## config.mk

```make
export PLATFORM = sky130hd
export DESIGN_NAME = decode_stage
export DESIGN_NICKNAME = d
export VERILOG_FILES = /design/src/rtl/cpu_pkg.sv /design/src/rtl/reg_scoreboard.sv /design/src/rtl/decode_stage.sv
export SDC_FILE = /design/constraint.sdc
export NUM_CORES = 1
export LEC_CHECK = 0
export ABC_AREA = 1
export ABC_CLOCK_PERIOD_IN_PS = 3200
export CORE_UTILIZATION = 43
export CTS_CLUSTER_DIAMETER = 30
export DETAILED_ROUTE_END_ITERATION = 12
export PLACE_DENSITY = 0.82
export SYNTH_ARGS = -nofsm -noshare
export SYNTH_HDL_FRONTEND = slang
export SYNTH_SLANG_ARGS = --single-unit
export TNS_END_PERCENT = 50
```

## constraint.sdc

```tcl
create_clock -name clk -period 3.2 [get_ports clk]
set_input_delay 0.64 -clock clk [delete_from_list [all_inputs] [get_ports clk]]
set_output_delay 0.64 -clock clk [all_outputs]
set_load 0.03 [all_outputs]
```

## src/rtl/cpu_pkg.sv

```systemverilog
// Shared decode definitions: widths, instruction field positions and
// the opcode flag decoder used by the decode stage.
package cpu_pkg;

  localparam int DATA_W = 16;
  localparam int NREG   = 8;
  localparam int SEL_W  = 3;
  localparam int OPC_W  = 5;

  // Instruction field bit positions
  localparam int OPC_MSB = 15;
  localparam int OPC_LSB = 11;
  localparam int RS_MSB  = 10;
  localparam int RS_LSB  = 8;
  localparam int RT_MSB  = 7;
  localparam int RT_LSB  = 5;
  localparam int RD_MSB  = 4;
  localparam int RD_LSB  = 2;
  localparam int IMM_MSB = 4;
  localparam int IMM_LSB = 0;
  localparam int IMM_W   = IMM_MSB - IMM_LSB + 1;

  localparam logic [OPC_W-1:0] OPC_ILLEGAL = 5'b11111;

  typedef struct packed {
    logic uses_rt;
    logic writes_rd;
    logic illegal;
  } dec_flags_t;

  // opcode[4] marks a second register source; opcode[4:3]==2'b11 has no destination.
  function automatic dec_flags_t decode_flags(input logic [OPC_W-1:0] opc);
    dec_flags_t f;
    f.uses_rt   = opc[4];
    f.writes_rd = ~(opc[4] & opc[3]);
    f.illegal   = (opc == OPC_ILLEGAL);
    return f;
  endfunction

  function automatic logic [DATA_W-1:0] sext_imm(input logic [IMM_W-1:0] v);
    return {{(DATA_W-IMM_W){v[IMM_W-1]}}, v};
  endfunction

endpackage

```

## src/rtl/reg_scoreboard.sv

```systemverilog
// Busy-register scoreboard: one bit per architectural register, set when a
// writer issues and cleared by writeback (clr_a) or by a squash (clr_b).
module reg_scoreboard
  import cpu_pkg::*;
(
  input  logic             clk,
  input  logic             rst,
  input  logic             set,
  input  logic [SEL_W-1:0] set_sel,
  input  logic             clr_a,
  input  logic [SEL_W-1:0] clr_a_sel,
  input  logic             clr_b,
  input  logic [SEL_W-1:0] clr_b_sel,
  output logic [NREG-1:0]  busy
);

  logic [NREG-1:0] busy_q;
  logic [NREG-1:0] busy_d;

  // Clears first, set last: a clear of a non-busy register can never undo a new set.
  always_comb begin
    busy_d = busy_q;
    if (clr_a) busy_d[clr_a_sel] = 1'b0;
    if (clr_b) busy_d[clr_b_sel] = 1'b0;
    if (set)   busy_d[set_sel]   = 1'b1;
  end

  // Busy vector register, cleared asynchronously by reset.
  always_ff @(posedge clk or negedge rst) begin
    if (!rst) busy_q <= '0;
    else      busy_q <= busy_d;
  end

  assign busy = busy_q;

endmodule

```

## src/rtl/decode_stage.sv

```systemverilog
// Decode stage: field extraction, RAW/WAW hazard detection against the busy
// scoreboard, and the ID/EX pipeline register with valid/ready handshake.
// Optional feature: define CPU_WB_BYPASS_EN to forward the writeback value
// into the operands and drop the matching source hazard.
module decode_stage
  import cpu_pkg::*;
(
  input  logic              clk,
  input  logic              rst,
  // fetch side
  input  logic              if_valid,
  input  logic [DATA_W-1:0] if_instr,
  input  logic [DATA_W-1:0] if_pc,
  output logic              if_ready,
  // register file read
  output logic [SEL_W-1:0]  rd1_sel,
  output logic [SEL_W-1:0]  rd2_sel,
  input  logic [DATA_W-1:0] rd1_data,
  input  logic [DATA_W-1:0] rd2_data,
  // writeback observe
  input  logic              wb_write,
  input  logic [SEL_W-1:0]  wb_sel,
  input  logic [DATA_W-1:0] wb_data,
  // execute side
  output logic              ex_valid,
  input  logic              ex_ready,
  output logic [OPC_W-1:0]  ex_opcode,
  output logic [DATA_W-1:0] ex_a,
  output logic [DATA_W-1:0] ex_b,
  output logic [DATA_W-1:0] ex_imm,
  output logic [SEL_W-1:0]  ex_dst,
  output logic              ex_wr,
  output logic [DATA_W-1:0] ex_pc,
  // control
  input  logic              flush,
  output logic              err_dec
);

  logic [OPC_W-1:0]  opc;
  logic [SEL_W-1:0]  rs, rt, rd;
  logic [DATA_W-1:0] imm;
  dec_flags_t        fl;
  logic [NREG-1:0]   busy;

  logic              haz_rs, haz_rt, haz_rd, hazard, issue;
  logic [DATA_W-1:0] opa, opb;

  logic              ex_valid_q, ex_valid_d;
  logic [OPC_W-1:0]  ex_opcode_q, ex_opcode_d;
  logic [DATA_W-1:0] ex_a_q, ex_a_d;
  logic [DATA_W-1:0] ex_b_q, ex_b_d;
  logic [DATA_W-1:0] ex_imm_q, ex_imm_d;
  logic [SEL_W-1:0]  ex_dst_q, ex_dst_d;
  logic              ex_wr_q, ex_wr_d;
  logic [DATA_W-1:0] ex_pc_q, ex_pc_d;
  logic              err_dec_q, err_dec_d;

  assign opc = if_instr[OPC_MSB:OPC_LSB];
  assign rs  = if_instr[RS_MSB:RS_LSB];
  assign rt  = if_instr[RT_MSB:RT_LSB];
  assign rd  = if_instr[RD_MSB:RD_LSB];
  assign imm = sext_imm(if_instr[IMM_MSB:IMM_LSB]);
  assign fl  = decode_flags(opc);

  assign rd1_sel = rs;
  assign rd2_sel = rt;

`ifndef CPU_WB_BYPASS_EN
  // Without forwarding the writeback value is never consumed here.
  logic unused_wb_data;
  assign unused_wb_data = ^wb_data;
`endif

  // Hazard detection and operand selection (with optional writeback forwarding).
  always_comb begin
    haz_rd = fl.writes_rd & busy[rd];
`ifdef CPU_WB_BYPASS_EN
    haz_rs = busy[rs] & ~(wb_write & (wb_sel == rs));
    haz_rt = fl.uses_rt & busy[rt] & ~(wb_write & (wb_sel == rt));
    opa    = (wb_write & (wb_sel == rs)) ? wb_data : rd1_data;
    opb    = (wb_write & (wb_sel == rt)) ? wb_data : rd2_data;
`else
    haz_rs = busy[rs];
    haz_rt = fl.uses_rt & busy[rt];
    opa    = rd1_data;
    opb    = rd2_data;
`endif
    hazard = haz_rs | haz_rt | haz_rd;
  end

  assign if_ready = (~ex_valid_q | ex_ready) & ~hazard & ~flush;
  assign issue    = if_valid & if_ready;

  // ID/EX next state: load on issue, drop on flush or consumption, otherwise hold.
  always_comb begin
    ex_valid_d  = ex_valid_q;
    ex_opcode_d = ex_opcode_q;
    ex_a_d      = ex_a_q;
    ex_b_d      = ex_b_q;
    ex_imm_d    = ex_imm_q;
    ex_dst_d    = ex_dst_q;
    ex_wr_d     = ex_wr_q;
    ex_pc_d     = ex_pc_q;
    err_dec_d   = 1'b0;
    if (issue) begin
      ex_valid_d  = 1'b1;
      ex_opcode_d = opc;
      ex_a_d      = opa;
      ex_b_d      = opb;
      ex_imm_d    = imm;
      ex_dst_d    = rd;
      ex_wr_d     = fl.writes_rd & ~fl.illegal;
      ex_pc_d     = if_pc;
      err_dec_d   = fl.illegal;
    end else if (flush | ex_ready) begin
      ex_valid_d  = 1'b0;
    end
  end

  // ID/EX register; reset clears the entry and its payload asynchronously.
  always_ff @(posedge clk or negedge rst) begin
    if (!rst) begin
      ex_valid_q  <= 1'b0;
      ex_opcode_q <= '0;
      ex_a_q      <= '0;
      ex_b_q      <= '0;
      ex_imm_q    <= '0;
      ex_dst_q    <= '0;
      ex_wr_q     <= 1'b0;
      ex_pc_q     <= '0;
      err_dec_q   <= 1'b0;
    end else begin
      ex_valid_q  <= ex_valid_d;
      ex_opcode_q <= ex_opcode_d;
      ex_a_q      <= ex_a_d;
      ex_b_q      <= ex_b_d;
      ex_imm_q    <= ex_imm_d;
      ex_dst_q    <= ex_dst_d;
      ex_wr_q     <= ex_wr_d;
      ex_pc_q     <= ex_pc_d;
      err_dec_q   <= err_dec_d;
    end
  end

  reg_scoreboard u_sb (
    .clk       (clk),
    .rst       (rst),
    .set       (issue & fl.writes_rd & ~fl.illegal),
    .set_sel   (rd),
    .clr_a     (wb_write),
    .clr_a_sel (wb_sel),
    .clr_b     (flush & ex_valid_q & ex_wr_q),
    .clr_b_sel (ex_dst_q),
    .busy      (busy)
  );

  assign ex_valid  = ex_valid_q;
  assign ex_opcode = ex_opcode_q;
  assign ex_a      = ex_a_q;
  assign ex_b      = ex_b_q;
  assign ex_imm    = ex_imm_q;
  assign ex_dst    = ex_dst_q;
  assign ex_wr     = ex_wr_q;
  assign ex_pc     = ex_pc_q;
  assign err_dec   = err_dec_q;

endmodule
```

# Word-level counts from Yosys, hierarchy flattened
# Cells that the tools add are included.
# W data, S select, Z words.
[op_classes] n_lt_le_gt_ge=8 n_eq_ne=1 n_mux=18 bitwise_logic=25 reduce_logical=4
[op_table] op="$mux W8" n=3
[op_table] op="$lt A3 B4 Y1 const B" n=5
[op_table] op="$and A8 B8 Y8" n=2
[op_table] op="$not A8 Y8" n=2
[op_table] op="$and A1 B1 Y1" n=11
[op_table] op="$bmux W1 S3" n=3
[op_table] op="$demux W1 S3" n=3
[op_table] op="$ge A3 B1 Y1 const B" n=3
[op_table] op="$mux W1" n=9
[op_table] op="$or A8 B8 Y8" n=1
[op_table] op="$eq A5 B5 Y1 const B" n=1
[op_table] op="$not A1 Y1" n=5
[op_table] op="$or A1 B1 Y1" n=4
[op_table] op="$logic_and A1 B1 Y1" n=3
[op_table] op="$reduce_bool A2 Y1" n=1
[totals] reg_bits=72 inputBits=89

# Longest topological paths before layout
[depth] word_depth=12 mapped_depth=13 depth_no_buf=12

# Cells and area by module
# A second synthesis with hierarchy kept.
[unflattened] hier_cells=446 hier_area_um2=3477.1
[modules_own_cells] module="decode_stage" n_inst=1 cells_each=366 area_each_um2=2986.6 seq_area_each_um2=1526.5
[modules_own_cells] module="reg_scoreboard" n_inst=1 cells_each=80 area_each_um2=490.5 seq_area_each_um2=200.2

# Worst setup path before layout
# Ideal clock, no wire load.
[synth_path] kind="in2out" start="input if_instr[2]" end="output if_ready" arrival_ps=1657 required_ps=2560 path_slack_ps=903 stages=9 path_buffers=2 cell_sequence="buf_2 -> inv_2 -> nand2_1 -> nand3_1 -> nand2_1 -> nor2_1 -> a21oi_2 -> nor2_4 -> buf_2"
[synth_between] elab_chain_len=7
[synth_lines] element="from (decl)" line_no="decode_stage.sv:12" rtl="input logic [DATA_W-1:0] if_instr,"
[synth_lines] element="$bmux W1 S3" line_no="decode_stage.sv:76" rtl="haz_rd = fl.writes_rd & busy[rd];"
[synth_lines] element="$mux W1 (implied by the code)" line_no="decode_stage.sv:76"
[synth_lines] element="$and A1 B1 Y1" line_no="decode_stage.sv:76"
[synth_lines] element="$or A1 B1 Y1" line_no="decode_stage.sv:88" rtl="hazard = haz_rs | haz_rt | haz_rd;"
[synth_lines] element="$not A1 Y1" line_no="decode_stage.sv:91" rtl="assign if_ready = (~ex_valid_q | ex_ready) & ~hazard & ~flush;"
[synth_lines] element="$and A1 B1 Y1 (2 in a row)" line_no="decode_stage.sv:91"
[synth_lines] element="to (decl)" line_no="decode_stage.sv:14" rtl="output logic if_ready,"
# No other way between the ends. The select of a mux whose other input is x is not followed.

# Final worst setup path
[layout_path] start="input if_instr[3]" end="output if_ready"
# The elaborated chain is that of the path after synthesis.

==> metrics.cfg <==
[clock_tree]
insertion_delay_ps = 330
cts_made_buffers = 9
cts_resized = 0
clock_path_buffers = 2
cts.sinks = 69
cts.clk_slew.worst_paths_ps = 70
htree_levels = 3
hold_buffers = 0
clock-root-buffer = clkbuf_8
cts_tree = built
postCtsSetupBuffers = 0

[route]
dr.first_iter.drc_count = 223
drc = 0
drt-pass1-iter-count = 4
num_vias = 3291
via_per_inst = 5.08
routed_wl_mm = 9.13
ant_nets = 0
wl_per_cell_um = 14.1

[power]
leakagePower_nw = 2.40
cellPowerDensity_nw_per_um2 = 802
finalPower_mw = 3.98
peakVddDrop_mv = 0.485

[global_route]
grt_usage = 0.229
antenna_found_initial = 0
grt_max_degree = 70
use_met2 = 0.372
grtUsageMet3 = 0.0623
grtUsageMet1 = 0.296
gr-max-usage-layer = met2
overflow = 0
grt_pass1_vias = 3156
grt_pass1_wl_mm = 15.1

[logic_synthesis]
yosysSeqAreaShare = 0.515
synth_area_um2 = 3360
yosysUniqueCellTypes = 24
syn-num-nets = 506
yosys_warnings = 0
syn_avg_cell_area_um2 = 8.05
synth-seq-cells = 69
synthCells = 417

[floorplan]
num_io_pins = 171
die_h_um = 90.3
die-width_um = 90.3
dieArea_um2 = 8160
start_util = 0.453
fp.coreArea_um2 = 7410
num_rows = 31

[timing]
min_period_over_period = 0.894
timing.setup.tns_ps = 0
finalHoldViolations = 0
tightest_slew_ps = 896
rsz0062_at_grt = no
maxSlewViolCount = 0
fin_skew_ps = 5.88
setup_violations = 0
max_slew_margin = 0.403
period_minus_slack_ps = 2860
fmax_ghz = 0.349

[critical_path]
setup.worst_path.class = input pin to primary output
cp_max_fo = 10
cp-start-kind = input pin
endpoint_kind = primary output
worstPathRequired_ps = 2560
worstPathArrival_ps = 2220

[placement]
port_buffers = 154
detailed_place_hpwl_mm = 6.21
gp_congestion = 0.901
dpl.cell_count = 632

[job]
maxCapViolCount = 0

[outcome]
status = completed

[final_layout]
drive_above_1_share = 0.0510
antenna_cells = 0
area_growth_pct = 48.1
fin_cells = 648
nets = 633

[worst_hold_path]
worstHoldPathType = input pin to async pin

[critical path: stages]
cell and delay (ps):
clkdlybuf4s50_1 690, inv_1 150, nand4_1 100, nand2_1 70, nor2_1 120, a21oi_2 80, nor2_4 180, buf_4 190
[state kept, by name, summed over array words and instances (netlist names)]
signal,count
err_dec,1
ex_valid,1
ex_imm,5
u_sb.busy,8
ex_a,16
ex_pc,16
ex_opcode,5
ex_b,16
ex_wr,1
[per-layer routing]
| metal | wire [um] | share of wire |
|---|---|---|
| met5 | 0 | 0 |
| met4 | 168 | 0.018 |
| met3 | 599 | 0.066 |
| met2 | 4410 | 0.48 |
| met1 | 3950 | 0.43 |
[cells in the mapped netlist]
library cell | count | area (um2)
inv_2 | 2 | 7.51
o21bai_1 | 1 | 7.51
nand2_2 | 1 | 6.26
buf_2 | 11 | 55.1
o221ai_1 | 4 | 35.0
nor4_1 | 1 | 6.26
clkbuf_1 | 8 | 30.0
o211ai_1 | 1 | 7.51
nand3_1 | 79 | 395
o41ai_1 | 3 | 26.3
nor3_1 | 5 | 25.0
inv_1 | 25 | 93.8
a211oi_1 | 1 | 7.51
a21oi_1 | 5 | 25.0
nor2_4 | 1 | 11.3
a21oi_2 | 1 | 8.76
nand4_1 | 10 | 62.6
buf_6 | 4 | 45.0
o21ai_0 | 2 | 10.0
buf_4 | 20 | 150
nand2_1 | 153 | 574
o21ai_1 | 1 | 5.00
dfrtp_1 | 69 | 1730
nor2_1 | 9 | 33.8
[cell families (layout without fill, tap and decap cells)]
logic type	count (synthesis)	after routing	synth area share
compound gates	19	19	0.0395
simple gates	259	259	0.332
buf+inv	70	202	0.114
flops	69	69	0.515
[through the flow]
step                hold slack [ps]  setup WS (ps)  instance area (um2)   util
finish                          390            339                 4970  0.671
detailed placement              457            285                 4770  0.644
global route                    476            226                 4970  0.671
CTS                             455            355                 4970  0.671
global placement                453            304                 4770  0.644
floorplan                       344            903                 3360      -
[final timing paths]
kind,startpoint,to,slack [ps],cells past startpoint
max,if_instr[3],if_ready,340,8
min,rst,u_sb.busy[0],390,1
max reg2reg,u_sb.busy[1],err_dec,1170,12
min reg2reg,ex_b[6],ex_b[6],470,2
max in group asynchronous,rst,ex_pc[12],2190,1
min in group clk,ex_b[6],ex_b[6],470,2
[power breakdown]
part	switching [mW]	internal, mW	leakage, nW	total, mW
Sequential	0.191	1.16	0.871	1.35
Combinational	1.15	0.780	1.44	1.93
Clock	0.330	0.383	0.0959	0.713
Total	1.67	2.32	2.40	3.98
[layout make-up]
cell class	instances	area, um2
clock buffer	11	141
clock inverter	5	58.8
fill	627	2440
inverter	27	101
multi-input combinational	278	1250
sequential	69	1730
tap	99	124
timing repair buffer	159	1570
[cell usage in the layout, fill, tap and decap left out, types with 3 or more instances in the layout]
cell,count
a21oi_1,5
buf_4,7
clkbuf_8,10
clkdlybuf4s50_1,151
dfrtp_1,69
inv_1,25
nand2_1,153
nand3_1,79
nand4_1,10
nor2_1,9
nor3_1,5
o221ai_1,4
o41ai_1,3
(Power assumes the default switching activity.)
